### src/rtl/alu_op_sequencer_pkg.sv
// Shared types, op-code constants and code-classification helpers for the
// 74181-style ALU operation sequencer.
package alu_op_sequencer_pkg;

  typedef enum logic [1:0] {
    ST_IDLE   = 2'd0,
    ST_STAGE1 = 2'd1,
    ST_STAGE2 = 2'd2,
    ST_RESP   = 2'd3
  } state_e;

  localparam logic [2:0] OP_PASS    = 3'b000;
  localparam logic [2:0] OP_ADD     = 3'b001;
  localparam logic [2:0] OP_INCA    = 3'b010;
  localparam logic [2:0] OP_INCB    = 3'b011;
  localparam logic [2:0] OP_ADD2    = 3'b100;
  localparam logic [2:0] STAGE2_BIT = 3'b100;

  // Codes 000..100 are requestable in both modes; 101 and the second-pass
  // codes 110/111 are reserved for internal use.
  function automatic logic is_legal(input logic m, input logic [2:0] s);
    logic unused_m;
    unused_m = m;
    return (s <= OP_ADD2);
  endfunction

  // Arithmetic 010/011 need a second ALU pass fed by the first pass result.
  function automatic logic is_two_stage(input logic m, input logic [2:0] s);
    return !m && ((s == OP_INCA) || (s == OP_INCB));
  endfunction

endpackage

### src/rtl/alu_op_sequencer.sv
// Registered request/response wrapper around a 4-bit 74181-style ALU.
// Drives the ALU inputs from flops, sequences two-pass arithmetic codes and
// captures the result into a response register and an accumulator.
module alu_op_sequencer
  import alu_op_sequencer_pkg::*;
#(
  parameter int WIDTH = 4
) (
  input  logic             clk,
  input  logic             rst_n,
  input  logic             req_valid,
  output logic             req_ready,
  input  logic [2:0]       req_s,
  input  logic             req_m,
  input  logic [WIDTH-1:0] req_a,
  input  logic [WIDTH-1:0] req_b,
  input  logic             req_cin_n,
  input  logic             req_use_acc,
  output logic [2:0]       alu_s,
  output logic [WIDTH-1:0] alu_a,
  output logic [WIDTH-1:0] alu_b,
  output logic             alu_m,
  output logic             alu_cin_n,
  input  logic [WIDTH-1:0] alu_f,
  input  logic             alu_cout_n,
  output logic             rsp_valid,
  input  logic             rsp_ready,
  output logic [WIDTH-1:0] rsp_f,
  output logic             rsp_cout_n,
  output logic             rsp_zero,
  output logic             rsp_err,
  output logic [WIDTH-1:0] acc
);

  state_e           state_q, state_d;
  logic             req_ready_q, req_ready_d;
  logic             rsp_valid_q, rsp_valid_d;
  logic [WIDTH-1:0] rsp_f_q, rsp_f_d;
  logic             rsp_cout_n_q, rsp_cout_n_d;
  logic             rsp_zero_q, rsp_zero_d;
  logic             rsp_err_q, rsp_err_d;
  logic [WIDTH-1:0] acc_q, acc_d;
  logic [2:0]       alu_s_q, alu_s_d;
  logic [WIDTH-1:0] alu_a_q, alu_a_d;
  logic [WIDTH-1:0] alu_b_q, alu_b_d;
  logic             alu_m_q, alu_m_d;
  logic             alu_cin_n_q, alu_cin_n_d;
  logic [WIDTH-1:0] t_f_q, t_f_d;
  logic             t_c_q, t_c_d;

  // Stage-1 F is retained for debug visibility; the datapath reads it via alu_a/alu_b.
  logic unused_t_f;
  assign unused_t_f = ^t_f_q;

  // Next-state, operand mux and result capture for the sequencer FSM.
  always_comb begin
    state_d      = state_q;
    rsp_f_d      = rsp_f_q;
    rsp_cout_n_d = rsp_cout_n_q;
    rsp_zero_d   = rsp_zero_q;
    rsp_err_d    = rsp_err_q;
    acc_d        = acc_q;
    alu_s_d      = alu_s_q;
    alu_a_d      = alu_a_q;
    alu_b_d      = alu_b_q;
    alu_m_d      = alu_m_q;
    alu_cin_n_d  = alu_cin_n_q;
    t_f_d        = t_f_q;
    t_c_d        = t_c_q;

    case (state_q)
      ST_IDLE: begin
        if (req_valid && req_ready_q) begin
          if (is_legal(req_m, req_s)) begin
            alu_s_d     = req_s;
            alu_a_d     = req_use_acc ? acc_q : req_a;
            alu_b_d     = req_b;
            alu_m_d     = req_m;
            alu_cin_n_d = req_cin_n;
            state_d     = ST_STAGE1;
          end else begin
            // Rejected code: answer immediately, ALU and accumulator untouched.
            rsp_f_d      = '0;
            rsp_cout_n_d = 1'b1;
            rsp_zero_d   = 1'b1;
            rsp_err_d    = 1'b1;
            state_d      = ST_RESP;
          end
        end
      end
      ST_STAGE1: begin
        if (is_two_stage(alu_m_q, alu_s_q)) begin
          t_f_d   = alu_f;
          t_c_d   = alu_cout_n;
          alu_s_d = alu_s_q | STAGE2_BIT;
          if (alu_s_q == OP_INCA) alu_a_d = alu_f;
          else                    alu_b_d = alu_f;
          state_d = ST_STAGE2;
        end else begin
          rsp_f_d      = alu_f;
          acc_d        = alu_f;
          // Carry is only meaningful for arithmetic codes other than pass-through.
          rsp_cout_n_d = (!alu_m_q && (alu_s_q != OP_PASS)) ? alu_cout_n : 1'b1;
          rsp_zero_d   = (alu_f == '0);
          rsp_err_d    = 1'b0;
          state_d      = ST_RESP;
        end
      end
      ST_STAGE2: begin
        rsp_f_d      = alu_f;
        acc_d        = alu_f;
        rsp_cout_n_d = t_c_q & alu_cout_n;
        rsp_zero_d   = (alu_f == '0);
        rsp_err_d    = 1'b0;
        state_d      = ST_RESP;
      end
      ST_RESP: begin
        if (rsp_ready) state_d = ST_IDLE;
      end
      default: state_d = ST_IDLE;
    endcase

    req_ready_d = (state_d == ST_IDLE);
    rsp_valid_d = (state_d == ST_RESP);
  end

  // State and output registers with synchronous active-low reset.
  always_ff @(posedge clk) begin
    if (!rst_n) begin
      state_q      <= ST_IDLE;
      req_ready_q  <= 1'b1;
      rsp_valid_q  <= 1'b0;
      rsp_f_q      <= '0;
      rsp_cout_n_q <= 1'b1;
      rsp_zero_q   <= 1'b0;
      rsp_err_q    <= 1'b0;
      acc_q        <= '0;
      alu_s_q      <= OP_PASS;
      alu_a_q      <= '0;
      alu_b_q      <= '0;
      alu_m_q      <= 1'b0;
      alu_cin_n_q  <= 1'b1;
      t_f_q        <= '0;
      t_c_q        <= 1'b1;
    end else begin
      state_q      <= state_d;
      req_ready_q  <= req_ready_d;
      rsp_valid_q  <= rsp_valid_d;
      rsp_f_q      <= rsp_f_d;
      rsp_cout_n_q <= rsp_cout_n_d;
      rsp_zero_q   <= rsp_zero_d;
      rsp_err_q    <= rsp_err_d;
      acc_q        <= acc_d;
      alu_s_q      <= alu_s_d;
      alu_a_q      <= alu_a_d;
      alu_b_q      <= alu_b_d;
      alu_m_q      <= alu_m_d;
      alu_cin_n_q  <= alu_cin_n_d;
      t_f_q        <= t_f_d;
      t_c_q        <= t_c_d;
    end
  end

  assign req_ready  = req_ready_q;
  assign rsp_valid  = rsp_valid_q;
  assign rsp_f      = rsp_f_q;
  assign rsp_cout_n = rsp_cout_n_q;
  assign rsp_zero   = rsp_zero_q;
  assign rsp_err    = rsp_err_q;
  assign acc        = acc_q;
  assign alu_s      = alu_s_q;
  assign alu_a      = alu_a_q;
  assign alu_b      = alu_b_q;
  assign alu_m      = alu_m_q;
  assign alu_cin_n  = alu_cin_n_q;

endmodule

### config.mk
export PLATFORM = sky130hd
export DESIGN_NAME = alu_op_sequencer
export DESIGN_NICKNAME = d
export VERILOG_FILES = /design/src/rtl/alu_op_sequencer_pkg.sv /design/src/rtl/alu_op_sequencer.sv
export SDC_FILE = /design/constraint.sdc
export NUM_CORES = 1
export LEC_CHECK = 0
export CORE_MARGIN = 4
export CORE_UTILIZATION = 46
export CTS_BUF_LIST = sky130_fd_sc_hd__clkbuf_4 sky130_fd_sc_hd__clkbuf_8
export CTS_CLUSTER_SIZE = 14
export DETAILED_ROUTE_END_ITERATION = 10
export PLACE_DENSITY = 0.85
export RECOVER_POWER = 100
export SLEW_MARGIN = 15
export SYNTH_ARGS = -nofsm -noshare
export SYNTH_HDL_FRONTEND = slang
export SYNTH_SLANG_ARGS = --single-unit
### constraint.sdc
create_clock -name clk -period 1.8 [get_ports clk]
set_input_delay 0.18 -clock clk [delete_from_list [all_inputs] [get_ports clk]]
set_output_delay 0.18 -clock clk [all_outputs]
set_load 0.05 [all_outputs]
# Yosys cells after proc, flatten, opt, wreduce, memory -nomap -nowiden

Cells that the tools add are included.
W data, S select, Z words.

Register bits: 29
Input port bits: 23
Output and inout bits: 26
Word-level logic and storage cells: 85

Order comparisons: 1
Equality and inequality tests: 13
Mux-type cells: 34
Bitwise gates (word level): 2
Reduce and logical (&&, ||, !) cells: 20

Operators by type and width:

| operator             | number |
|---|---|
| $mux W4              | 12 |
| $pmux W4 S2          | 3 |
| $ne A2 B2 Y1 const B | 7 |
| $pmux W4 S3          | 1 |
| $reduce_and A4 Y1    | 3 |
| $reduce_and A5 Y1    | 2 |
| $mux W3              | 3 |
| $pmux W1 S3          | 3 |
| $pmux W2 S4          | 1 |
| $mux W1              | 7 |
| $eq A2 B2 Y1 const B | 3 |
| $eq A3 B2 Y1 const B | 2 |
| $mux W2              | 3 |
| $pmux W3 S2          | 1 |
| $reduce_bool A3 Y1   | 2 |
| $logic_not A2 Y1     | 2 |
| $logic_not A4 Y1     | 1 |
| $reduce_and A2 Y1    | 2 |
| $reduce_bool A2 Y1   | 2 |
| $le A3 B3 Y1 const B | 1 |
| $logic_and A1 B1 Y1  | 3 |
| $reduce_and A3 Y1    | 1 |
| $eq A2 B1 Y1 const B | 1 |
| $and A1 B1 Y1        | 1 |
| 3 further kinds      | 3 |

# Longest topological paths before layout

Gate-level depths: netlist of the first run.

Depth in word-level cells: 6
Mapped depth: 8
Gate-level depth less buffers: 6

# Least setup slack after synthesis of the first run

Ideal clock, no wire load.

Path kind: register to register
Start point: register alu_s_q[1] (netlist: alu_s[1])
End point: register alu_b_q[0] (netlist: alu_b[0])
Library setup time: 91 ps
Arrival: 1647 ps
Required time: 1709 ps
Path slack: 62 ps
Cell stages (with the launch flop): 5
Path buffers: 0
Period minus slack after synthesis: 1738 ps
Cells stage by stage: dfxtp_1 -> or3b_1 -> o21ai_4 -> a21oi_1 -> a311oi_1

Longest elaborated chain between the ends: 5
Elaborated cells on any way between the ends: 7
Classes of those cells: eq/ne (4); reduce/logical (3)

Ends and longest elaborated chain:

| item                            | line                                               | text |
|---|---|---|
| from (decl)                     | alu_op_sequencer.sv:43                             | `logic [2:0] alu_s_q, alu_s_d;` |
| from (signal assigned)          | alu_op_sequencer.sv:154                            | `alu_s_q <= alu_s_d;` |
| $eq A3 B2 Y1 (on tied branches) | alu_op_sequencer_pkg.sv:29, alu_op_sequencer.sv:96 |  |
| $logic_or A1 B1 Y1              | alu_op_sequencer_pkg.sv:29                         | `return !m && ((s == OP_INCA) \|\| (s == OP_INCB));` |
| $logic_and A1 B1 Y1             | alu_op_sequencer_pkg.sv:29                         |  |
| $ne A2 B2 Y1 (no line)          | n/a                                                |  |
| $reduce_and A5 Y1 (no line) (*) | n/a                                                |  |
| to (signal assigned)            | alu_op_sequencer.sv:156                            | `alu_b_q <= alu_b_d;` |
| to (decl)                       | alu_op_sequencer.sv:45                             | `logic [WIDTH-1:0] alu_b_q, alu_b_d;` |

Mark *: on every way between the ends. The rest lies on a longest branch, timed or not.
A chain may end at the register's enable or synchronous reset.

# Final worst setup path of the first run

Start point: register alu_s_q[2] (netlist: alu_s[2])
End point: output port alu_s[2]

RTL lines:

| item      | line                   | text |
|---|---|---|
| to (decl) | alu_op_sequencer.sv:19 | `output logic [2:0] alu_s,` |

No word-level cell between the ends.

==> results of run 1 <==
worst max path at each step:
stage                                     start                    end  slack [ns]  depth (start not counted)
after global routing      state_q[0]$_SDFF_PN0_  alu_a[1]$_SDFFE_PN0P_       -0.03                          7
after global placement                 req_s[0]   rsp_valid$_SDFF_PN0_        0.17                          5
after CTS                 alu_s[1]$_SDFFE_PN0P_               alu_s[1]        0.04                          1
after floorplan           alu_s[1]$_SDFFE_PN0P_  alu_b[0]$_SDFFE_PN0P_        0.06                          4
final                     alu_s[2]$_SDFFE_PN0P_               alu_s[2]        0.05                          1
after detailed placement  state_q[0]$_SDFF_PN0_  alu_a[1]$_SDFFE_PN0P_        0.06                          7
logic make-up (layout without fill, tap and decap cells):
logic type / after synthesis / count (layout)
AO/OA/AOI/OAI: 47 / 47
AND/OR/NAND/NOR: 47 / 47
flip-flops: 29 / 29
multiplexers: 17 / 17
buffers and inverters: 13 / 64
adder cells (fa/ha/maj): 4 / 4
state kept, by name, indices dropped and copies added, names as in the netlist:
signal      flops
rsp_cout_n      1
rsp_zero        1
t_c_q           1
rsp_err         1
alu_b           4
rsp_f           4
alu_m           1
req_ready       1
alu_a           4
alu_cin_n       1
rsp_valid       1
state_q         2
acc             4
alu_s           3
per-stage QoR:
stage | instance area, µm² | utilization
final | 1980 | 0.701
after global routing | 1980 | 0.701
after CTS | 1970 | 0.697
after detailed placement | 1920 | 0.677
after global placement | 1920 | 0.677
after floorplan | 1400 | -
placed cells by master (no fill, tap or decap), drive strengths merged, types with 2 or more instances in the layout:
cell type / Yosys / routed
nor2: 6 / 6
o21a: 4 / 4
buf: 3 / 4
clkdlybuf4s50: 0 / 46
nand2: 16 / 16
a21oi: 15 / 15
a21boi: 4 / 4
a311oi: 4 / 4
nand3: 12 / 12
nand2b: 4 / 4
ha: 4 / 4
mux2i: 16 / 16
dfxtp: 29 / 29
clkbuf: 5 / 8
o21ai: 13 / 13
inv: 5 / 5
and2: 2 / 2
nor3: 5 / 5
power groups by stage:
stage                     Combinational (mW)  Clock (mW)  Sequential (mW)
after global placement                  2.08           0            0.960
after floorplan                        0.967           0             1.50
after detailed placement                2.12           0            0.972
final                                   2.17       0.422            0.961
after CTS                               2.13       0.419            0.962
after global routing                    2.32       0.451            0.987
metal layers:
layer,track usage,vias to the layer above,wire [µm]
li1,-,666,-
met1,0.229,630,1620
met2,0.312,53,1750
met3,0.0497,6,278
met4,0.0728,0,45
met5,0,-,0
area by class of cell:
cell class | count | area [µm²]
clock buffer | 7 | 58.8
fill | 218 | 847
inverter | 5 | 18.8
multi-input combinational | 115 | 782
sequential | 29 | 581
tap | 31 | 38.8
timing repair buffer | 52 | 503
synthesized netlist by cell type:
library cell	instances	area (µm²)
o211ai_1	1	7.51
o41ai_1	1	8.76
o22a_1	1	8.76
a311oi_1	4	35.0
nor2_1	6	22.5
o21ai_1	5	25.0
a21oi_1	15	75.1
o221a_2	1	11.3
a32oi_1	1	8.76
nand2_1	16	60.1
nand2b_1	4	25.0
nand3_1	10	50.1
o21ai_4	1	16.3
mux2i_1	16	160
o21ai_0	7	35.0
mux2_1	1	11.3
nand3_2	2	20.0
or3b_1	1	8.76
buf_2	3	15.0
and2_1	2	12.5
nor3_1	5	25.0
dfxtp_1	29	581
o22ai_2	1	12.5
nand4bb_1	1	11.3
o21a_1	4	30.0
ha_1	4	50.1
inv_2	1	3.75
inv_1	4	15.0
a31oi_1	1	6.26
a21boi_0	4	30.0
clkbuf_1	5	18.8
==> impl_metrics.csv, run 1 <==
group,metric,value,unit
cts,htreeDepth,2,
setup_path,crit_slowest_cell,"clkdlybuf4s50_1",
route,ant_nets,0,
sta,period_needed,1.75,ns
pwr,intPower,1.86,mW
layout,nNetsFinal,235,
place,dpl.hpwl,2830,µm
setup_path,crit_chain,"clkdlybuf4s50_1",
place,port_buffers,48,
global_route,gr-total-overflow,0,
sta,fin_crit_sh,0.973,
sta,max_freq,571,MHz
synth,synth_top_family_by_area,"compound AO/OA/AOI/OAI gates",
layout,syn2layout_area_growth,41.6,%
pwr,power.share.clock,0.119,
cts,cts_buffers,5,
pwr,power_density,1790,mW/mm²
global_route,grt_antenna_before_repair,0,
setup_path,cp_max_fo,5,
sta,slew_violations,0,
sta,tightestPinTransition,0.602,ns
floorplanning,die_h,63.2,µm
hold_path,hold_path_depth,3,
synth,yosys.area_share.xor_xnor,0,
sta,rsz0062_at_grt,"true",
synth,synth.distinct_cells,31,
setup_path,rr_worst_depth,7,
sta,fin_ws,0.0483,ns
setup_path,crit_type,"register to output pin",
synth,seq_area_frac_synth,0.415,
synth,yosys_warnings,0,
setup_path,slowest_delay,0.83,ns
cts,clock_sinks,29,
route,totalWireLength,3690,µm
cts,cts.clk_slew.worst_paths,0.09,ns
layout,antennaDiodeCount,0,
route,drtPass1Iterations,4,
synth,yosys.area_share.simple,0.168,
route,wl_per_cell,15.4,µm
place,pre_cts_slack,0.0613,ns
setup_path,required,1.62,ns
synth,syn_nets,184,
pwr,p_seq_frac,0.270,
route,vias_per_cell,5.67,
layout,drive_above_1_share,0.0913,
setup_path,startpoint_type,"register",
setup_path,worstPathBufferInverterCount,1,
setup_path,r2r_setup_slack,0.11,ns
pwr,peakVddDrop,0.00125,V
setup_path,worstReg2RegEnd,"alu_a[1]$_SDFFE_PN0P_",
pwr,power,3.56,mW
layout,final_cells,239,
pwr,switching_power,1.70,mW
floorplanning,die-area,0.00399,mm²
floorplanning,start_util,0.495,
cts,root_buffer,"clkbuf_4",
sta,setup_tns,0,ns
sta,maxSlewHeadroom,0.601,
route,vias,1355,
cts,clockBufferDepth,2,
cts,cts_tree,"yes",
route,remaining_drc_errors,0,
synth,yosys-mux-area-fraction,0.122,
floorplanning,die_w,63.2,µm
floorplanning,core,0.00283,mm²
synth,syn_inst,157,
floorplanning,pin_count,49,
sta,setup_viol,0,
global_route,grt_pass1_vias,1331,
hold_path,min_to,"alu_m$_SDFFE_PN0P_",
hold_path,hold_path_class,"primary input to register",
cts,cts.repair.resized,1,
synth,synth_compound_area_frac,0.222,
global_route,grt_max_degree,17,
place,gp_congestion,0.848,
run,maxCapViolCount,0,
pwr,p_leak,0.755,nW
setup_path,r2r-start,"state_q[0]$_SDFF_PN0_",
synth,synthesis.area,0.00140,mm²
pwr,switching_share,0.478,
route,drtIter0Drc,99,
pwr,p_comb_frac,0.611,
sta,holdWs,0.407,ns
hold_path,hold_start,"req_m",
cts,worstSkewPairLatency,0.34,ns
place,place_inst,232,
setup_path,cpLargestDelayFamily,"buffers and inverters",
floorplanning,rows,19,
setup_path,cp.arrival,1.57,ns
cts,cts_hold_buf,0,
synth,synth_area_per_cell,8.92,µm²
global_route,grt.total_usage,0.187,
synth,ys_seq_elements,29,
setup_path,endpoint_kind,"output pin",
global_route,grt_pass1_wl,5950,µm
synth,synth_fa_ha_area_frac,0.0357,
cts,cts_setup_buffers,0,
run_status,status,"complete, no violations",
sta,fin_skew,0.00446,ns
sta,hold_viol,0,
Note: power is estimated with default switching activity, not from simulation.
==> inputs of run 2 (changes only) <==
--- a/config.mk
+++ b/config.mk
@@ -6,11 +6,11 @@
 export NUM_CORES = 1
 export LEC_CHECK = 0
 export CORE_MARGIN = 4
-export CORE_UTILIZATION = 46
-export CTS_BUF_LIST = sky130_fd_sc_hd__clkbuf_4 sky130_fd_sc_hd__clkbuf_8
+export CORE_UTILIZATION = 44
+export CTS_BUF_LIST = sky130_fd_sc_hd__clkbuf_16
 export CTS_CLUSTER_SIZE = 14
 export DETAILED_ROUTE_END_ITERATION = 10
-export PLACE_DENSITY = 0.85
+export PLACE_DENSITY = 0.82
 export RECOVER_POWER = 100
 export SLEW_MARGIN = 15
 export SYNTH_ARGS = -nofsm -noshare
==> impl_metrics.csv, run 2 (synthesis gave the netlist of run 1 again) <==
group,metric,value,unit
cts,cts.clk_slew.worst_paths,0.05,ns
setup_path,endpoint_kind,"output pin",
cts,cts_setup_buffers,0,
pwr,p_seq_frac,0.248,
floorplanning,core,0.00305,mm²
pwr,peakVddDrop,0.000990,V
run,maxCapViolCount,0,
global_route,grt_max_degree,17,
cts,cts_buffers,5,
sta,hold_viol,0,
route,totalWireLength,3800,µm
pwr,p_comb_frac,0.556,
setup_path,crit_chain,"dlygate4sd3_1",
place,dpl.hpwl,2950,µm
pwr,power_density,1850,mW/mm²
cts,cts_hold_buf,0,
floorplanning,start_util,0.459,
route,remaining_drc_errors,0,
sta,tightestPinTransition,0.546,ns
pwr,switching_share,0.450,
global_route,grt_pass1_wl,6040,µm
global_route,grt.total_usage,0.191,
route,vias,1383,
setup_path,cp.arrival,1.55,ns
route,wl_per_cell,15.0,µm
setup_path,worstPathBufferInverterCount,1,
cts,clockBufferDepth,2,
route,vias_per_cell,5.44,
route,drtIter0Drc,69,
floorplanning,die_h,64.4,µm
setup_path,cp_max_fo,5,
cts,root_buffer,"clkbuf_16",
sta,max_freq,579,MHz
place,port_buffers,48,
sta,setup_tns,0,ns
sta,setup_viol,0,
setup_path,crit_slowest_cell,"dlygate4sd3_1",
cts,clock_sinks,29,
floorplanning,rows,20,
global_route,grt_pass1_vias,1376,
sta,slew_violations,0,
layout,drive_above_1_share,0.0857,
sta,fin_ws,0.0737,ns
route,drtPass1Iterations,4,
floorplanning,die-area,0.00415,mm²
place,pre_cts_slack,0.0397,ns
cts,cts_tree,"yes",
sta,rsz0062_at_grt,"false",
layout,final_common_cell,"dfxtp_1",
pwr,power.share.clock,0.196,
setup_path,slowest_delay,0.89,ns
global_route,gr-total-overflow,0,
sta,maxSlewHeadroom,0.635,
hold_path,hold_path_class,"register to register",
setup_path,startpoint_type,"register",
global_route,grt_antenna_before_repair,0,
place,gp_congestion,0.977,
pwr,switching_power,1.73,mW
run_status,status,"complete, no violations",
layout,layout_common_cells,"29 x dfxtp_1, 25 x clkdlybuf4s50_1, 23 x dlygate4sd3_1",
pwr,intPower,2.11,mW
layout,nNetsFinal,237,
sta,fin_crit_sh,0.959,
cts,worstSkewPairLatency,0.27,ns
cts,htreeDepth,2,
route,ant_nets,0,
setup_path,cpLargestDelayFamily,"buffers and inverters",
layout,syn2layout_area_growth,48.5,%
layout,antennaDiodeCount,0,
sta,fin_skew,0.00456,ns
floorplanning,die_w,64.4,µm
setup_path,required,1.62,ns
setup_path,crit_type,"register to output pin",
sta,period_needed,1.73,ns
floorplanning,pin_count,49,
pwr,p_leak,0.846,nW
run 2: changes by cell type in the layout (fill, tap and decap cells not counted), moves of 5 or more:
cell	previous run	this run
dlygate4sd3_1	0	23
clkdlybuf4s50_1	46	25
clkbuf_4	6	0
clkbuf_16	0	5
run 2: timing repair:
item	in CTS	in global routing
hold endpoints to repair	0	0
resized for setup	0	2
endpoints found under the setup margin	0	16
run 2: worst register-to-register path, delay by kind of cell, from the launching register on:
kind	cells	cell delay (ns)
flip-flops	1	0.32
AND/OR/NAND/NOR	1	0.19
adder cells (fa/ha/maj)	1	0.29
buffers and inverters	1	0.12
AO/OA/AOI/OAI	3	0.67
run 2: metrics by stage:
step	utilization	hold WS (ns)	instances	instance area, µm²	total power [mW]
finish	0.681	0.452	254	2080	3.84
global route	0.681	0.486	254	2080	4.05
CTS	0.681	0.463	254	2080	3.90
detailed placement	0.638	0.457	247	1950	3.13
global placement	0.638	0.449	247	1950	3.07
floorplan	-	0.305	157	1400	2.47
run 2: cell type report:
class | count | area, µm²
fill | 269 | 973
multi-input combinational | 115 | 771
sequential | 29 | 581
timing repair buffer | 54 | 522
clock buffer | 5 | 125
tap | 44 | 55.1
inverter | 5 | 18.8
clock inverter | 2 | 7.51
run 2: worst paths after layout:
path	cells after the start	from	endpoint	slack (ns)
min reg2reg	2	rsp_err$_SDFFE_PN0P_	rsp_err$_SDFFE_PN0P_	0.45
max reg2reg	6	state_q[0]$_SDFF_PN0_	alu_b[2]$_SDFFE_PN0P_	0.10
max	1	alu_m$_SDFFE_PN0P_	alu_m	0.07
min	2	rsp_err$_SDFFE_PN0P_	rsp_err$_SDFFE_PN0P_	0.45
run 2: power groups by stage:
stage | sequential [mW] | clock [mW] | combinational [mW]
after floorplan | 1.50 | 0 | 0.967
after global placement | 0.958 | 0 | 2.11
after detailed placement | 0.969 | 0 | 2.16
after CTS | 0.959 | 0.767 | 2.17
after global routing | 0.984 | 0.798 | 2.27
final | 0.951 | 0.754 | 2.13
run 2: layer usage:
| metal | global-route usage | share of wire | wire length (µm) | vias up |
|---|---|---|---|---|
| met5 | 0 | 0 | 0 | - |
| met4 | 0.106 | 0.031 | 118 | 0 |
| met3 | 0.0728 | 0.074 | 280 | 12 |
| met2 | 0.318 | 0.48 | 1840 | 62 |
| met1 | 0.208 | 0.41 | 1570 | 637 |
| li1 | - | - | - | 672 |
==> variant: new RTL, flow settings as in run 2 <==
Re-encode `state_e` (4 states) as one-hot, 4 bits wide.
--- a/src/rtl/alu_op_sequencer_pkg.sv
+++ b/src/rtl/alu_op_sequencer_pkg.sv
@@ -4,7 +4,7 @@
 
-  typedef enum logic [1:0] {
-    ST_IDLE   = 2'd0,
-    ST_STAGE1 = 2'd1,
-    ST_STAGE2 = 2'd2,
-    ST_RESP   = 2'd3
+  typedef enum logic [3:0] {
+    ST_IDLE   = 4'b0001,
+    ST_STAGE1 = 4'b0010,
+    ST_STAGE2 = 4'b0100,
+    ST_RESP   = 4'b1000
   } state_e;
Check against the original RTL: same outputs for any inputs over 10 cycles, from zero or initial values and one cycle with rst_n low; not proved beyond that.
==> variant against run 2 <==
- routed wire length is 3.0% higher
- fmax is 2.1% lower
- setup slack worse by 0.037 ns
- design area is 1.9% higher
- area after synthesis is 1.9% higher
- sequential cell count is 2 higher
- die area is 1.6% higher
- register-to-register slack worse by 0.06 ns
- count of clock-buffer cells in the layout stayed put
- largest cell class unchanged
Power is not compared: it rests on default switching activity, and its combinational part moved more than twofold at a synthesized area within 25%.
==> variant: results (changes against run 2) <==
{| class="wikitable"
! Metric !! Value
|-
| CP max FO || 7 (+2)
|-
| DR WL met2 || 2020 µm (+9.7%)
|-
| Post-synthesis cell type count || 35 (+13%)
|-
| Global routing met1 resource utilization || 20.9% (+0.098 points)
|-
| Maximum level of the CTS H-tree || 2 (unchanged)
|-
| Uppermost layer routed || met4
|-
| Number of buffer cells added on primary ports || 48 (unchanged)
|-
| Routed metal-1 wirelength || 1600 µm (+2.3%)
|-
| Mapped Nets || 180 (-2.2%)
|-
| Drt pass-1 iters || 4 (unchanged)
|-
| Count of mapped cells out of synthesis || 157 (unchanged)
|-
| Leading cell types by count after synthesis || 31 x sky130_fd_sc_hd__dfxtp_1, 25 x sky130_fd_sc_hd__nand2_1, 16 x sky130_fd_sc_hd__mux2i_1
|-
| First-pass GRT wire length || 6570 µm (+8.7%)
|-
| Delay contributed by the slowest stage of the critical path || 0.50 ns (-0.39 ns)
|-
| Maximum clock skew at final layout || 0.00367 ns (-0.000884 ns)
|-
| Final number of max-transition violations || 0 (unchanged)
|-
| Arrival time of the worst setup path || 1.92 ns (+0.37 ns)
|-
| Static leakage || 0.939 nW
|-
| Sequential Area || 623 µm² (+7.3%)
|-
| Highest ir drop seen on vdd || 0.000540 V
|-
| Num CTS Buffers || 5 (unchanged)
|-
| Cell types with the largest area share after synthesis || sky130_fd_sc_hd__dfxtp_1 44%, sky130_fd_sc_hd__mux2i_1 11%, sky130_fd_sc_hd__nand2_1 6.6%
|-
| Total Routing Usage GR || 20.1% (+1.0 points)
|-
| Detailed-placement wirelength estimate || 2900 µm (-1.7%)
|-
| Fin nets || 233 (-1.7%)
|-
| Iteration-0 DRC Markers || 50 (-28%)
|-
| CP max-delay cell || sky130_fd_sc_hd__or4_4
|-
| Average via count per standard cell || 5.42 (-0.46%)
|-
| Post-synthesis cell type with the largest combined area || sky130_fd_sc_hd__dfxtp_1
|-
| Worst-case headroom to the max-slew limit || 64.1% (+0.60 points)
|-
| Cell type group with the largest total delay on the critical path || simple AND/OR/NAND/NOR gates
|-
| Global routing usage on met3 || 6.76% (-0.52 points)
|-
| Number of antenna violations at the first check in global routing || 0 (unchanged)
|-
| Largest buffer count on any clock path || 2 (unchanged)
|-
| Fraction of layout cells with a size suffix above 1 || 14.7% (+6.1 points)
|-
| Number of fillers in the final layout || 269 (unchanged)
|-
| RePlAce Congestion || 0.822 (-16%)
|-
| Sequential fraction of the synthesis area || 43.5% (+2.0 points)
|-
| Type of the tightest min-delay check || reg2reg
|-
| Maximum number of pins on one net before global-route repair || 26 (+9)
|-
| Skew-Pair Late Insertion Delay || 0.27 ns (about the same)
|-
| Placed Area || 1970 µm² (+1.1%)
|-
| Total inserted antenna cells || 0 (unchanged)
|-
| Share of flip-flops with an asynchronous set or reset || 0% (unchanged)
|-
| Total number of vias || 1,382 (-0.072%)
|-
| DR WL met3 || 248 µm (-11%)
|-
| Global routing usage on met2 || 37.3% (+5.5 points)
|-
| Outcome || finished, final reports clean
|-
| Avg WL per Cell || 15.4 µm (+2.6%)
|}
[variant: cell type report]
cell class | instances | share of cell area, %
clock buffers | 5 | 5.90
repair buffers | 58 | 25.7
inverters | 5 | 0.885
multi-input cells | 109 | 34.9
clock inverters | 3 | 0.531
flip-flops and latches | 31 | 29.4
well taps | 44 | 2.60
[variant: power by group]
part | internal [mW] | switching, mW | total, mW
registers | 0.752 | 0.0464 | 0.798
logic | 0.235 | 0.366 | 0.601
clock network | 0.496 | 0.282 | 0.778
[variant: repair_timing]
action / in CTS / in global routing
resized for setup: 0 / 8
hold buffers: 0 / 0
buffers inserted: 0 / 0
setup endpoints to repair: 0 / 13
[variant: logic make-up (layout without fill, tap and decap cells)]
family                    after synthesis  in the layout  share of synthesized area, %
buffers and inverters                  17             71                          6.23
xor gates and xnor gates                1              1                         0.614
DFF                                    31             31                          43.5
and+or+nand+nor                        61             61                          22.1
AOI/OAI and AO/OA                      27             27                          13.2
muxes                                  20             20                          14.4
[variant: final timing paths]
check | end | slack (ns) | start | cells past startpoint
setup / recovery | rsp_f[0] | 0.04 | state_q[3] | 4
hold / removal | rsp_err | 0.44 | rsp_err | 2
setup reg to reg | rsp_f[0] | 0.04 | state_q[3] | 4
hold reg to reg | rsp_err | 0.44 | rsp_err | 2
[variant: per-stage QoR]
stage / setup WS [ns] / total power [mW] / hold WS (ns)
2_1_floorplan: -0.124 / 1.21 / 0.304
3_5_place_dp: -0.153 / 1.41 / 0.440
6_report: 0.0366 / 2.18 / 0.440
3_3_place_gp: -0.124 / 1.40 / 0.438
4_1_cts: 0.00411 / 2.19 / 0.447
5_1_grt: 0.00398 / 2.28 / 0.476
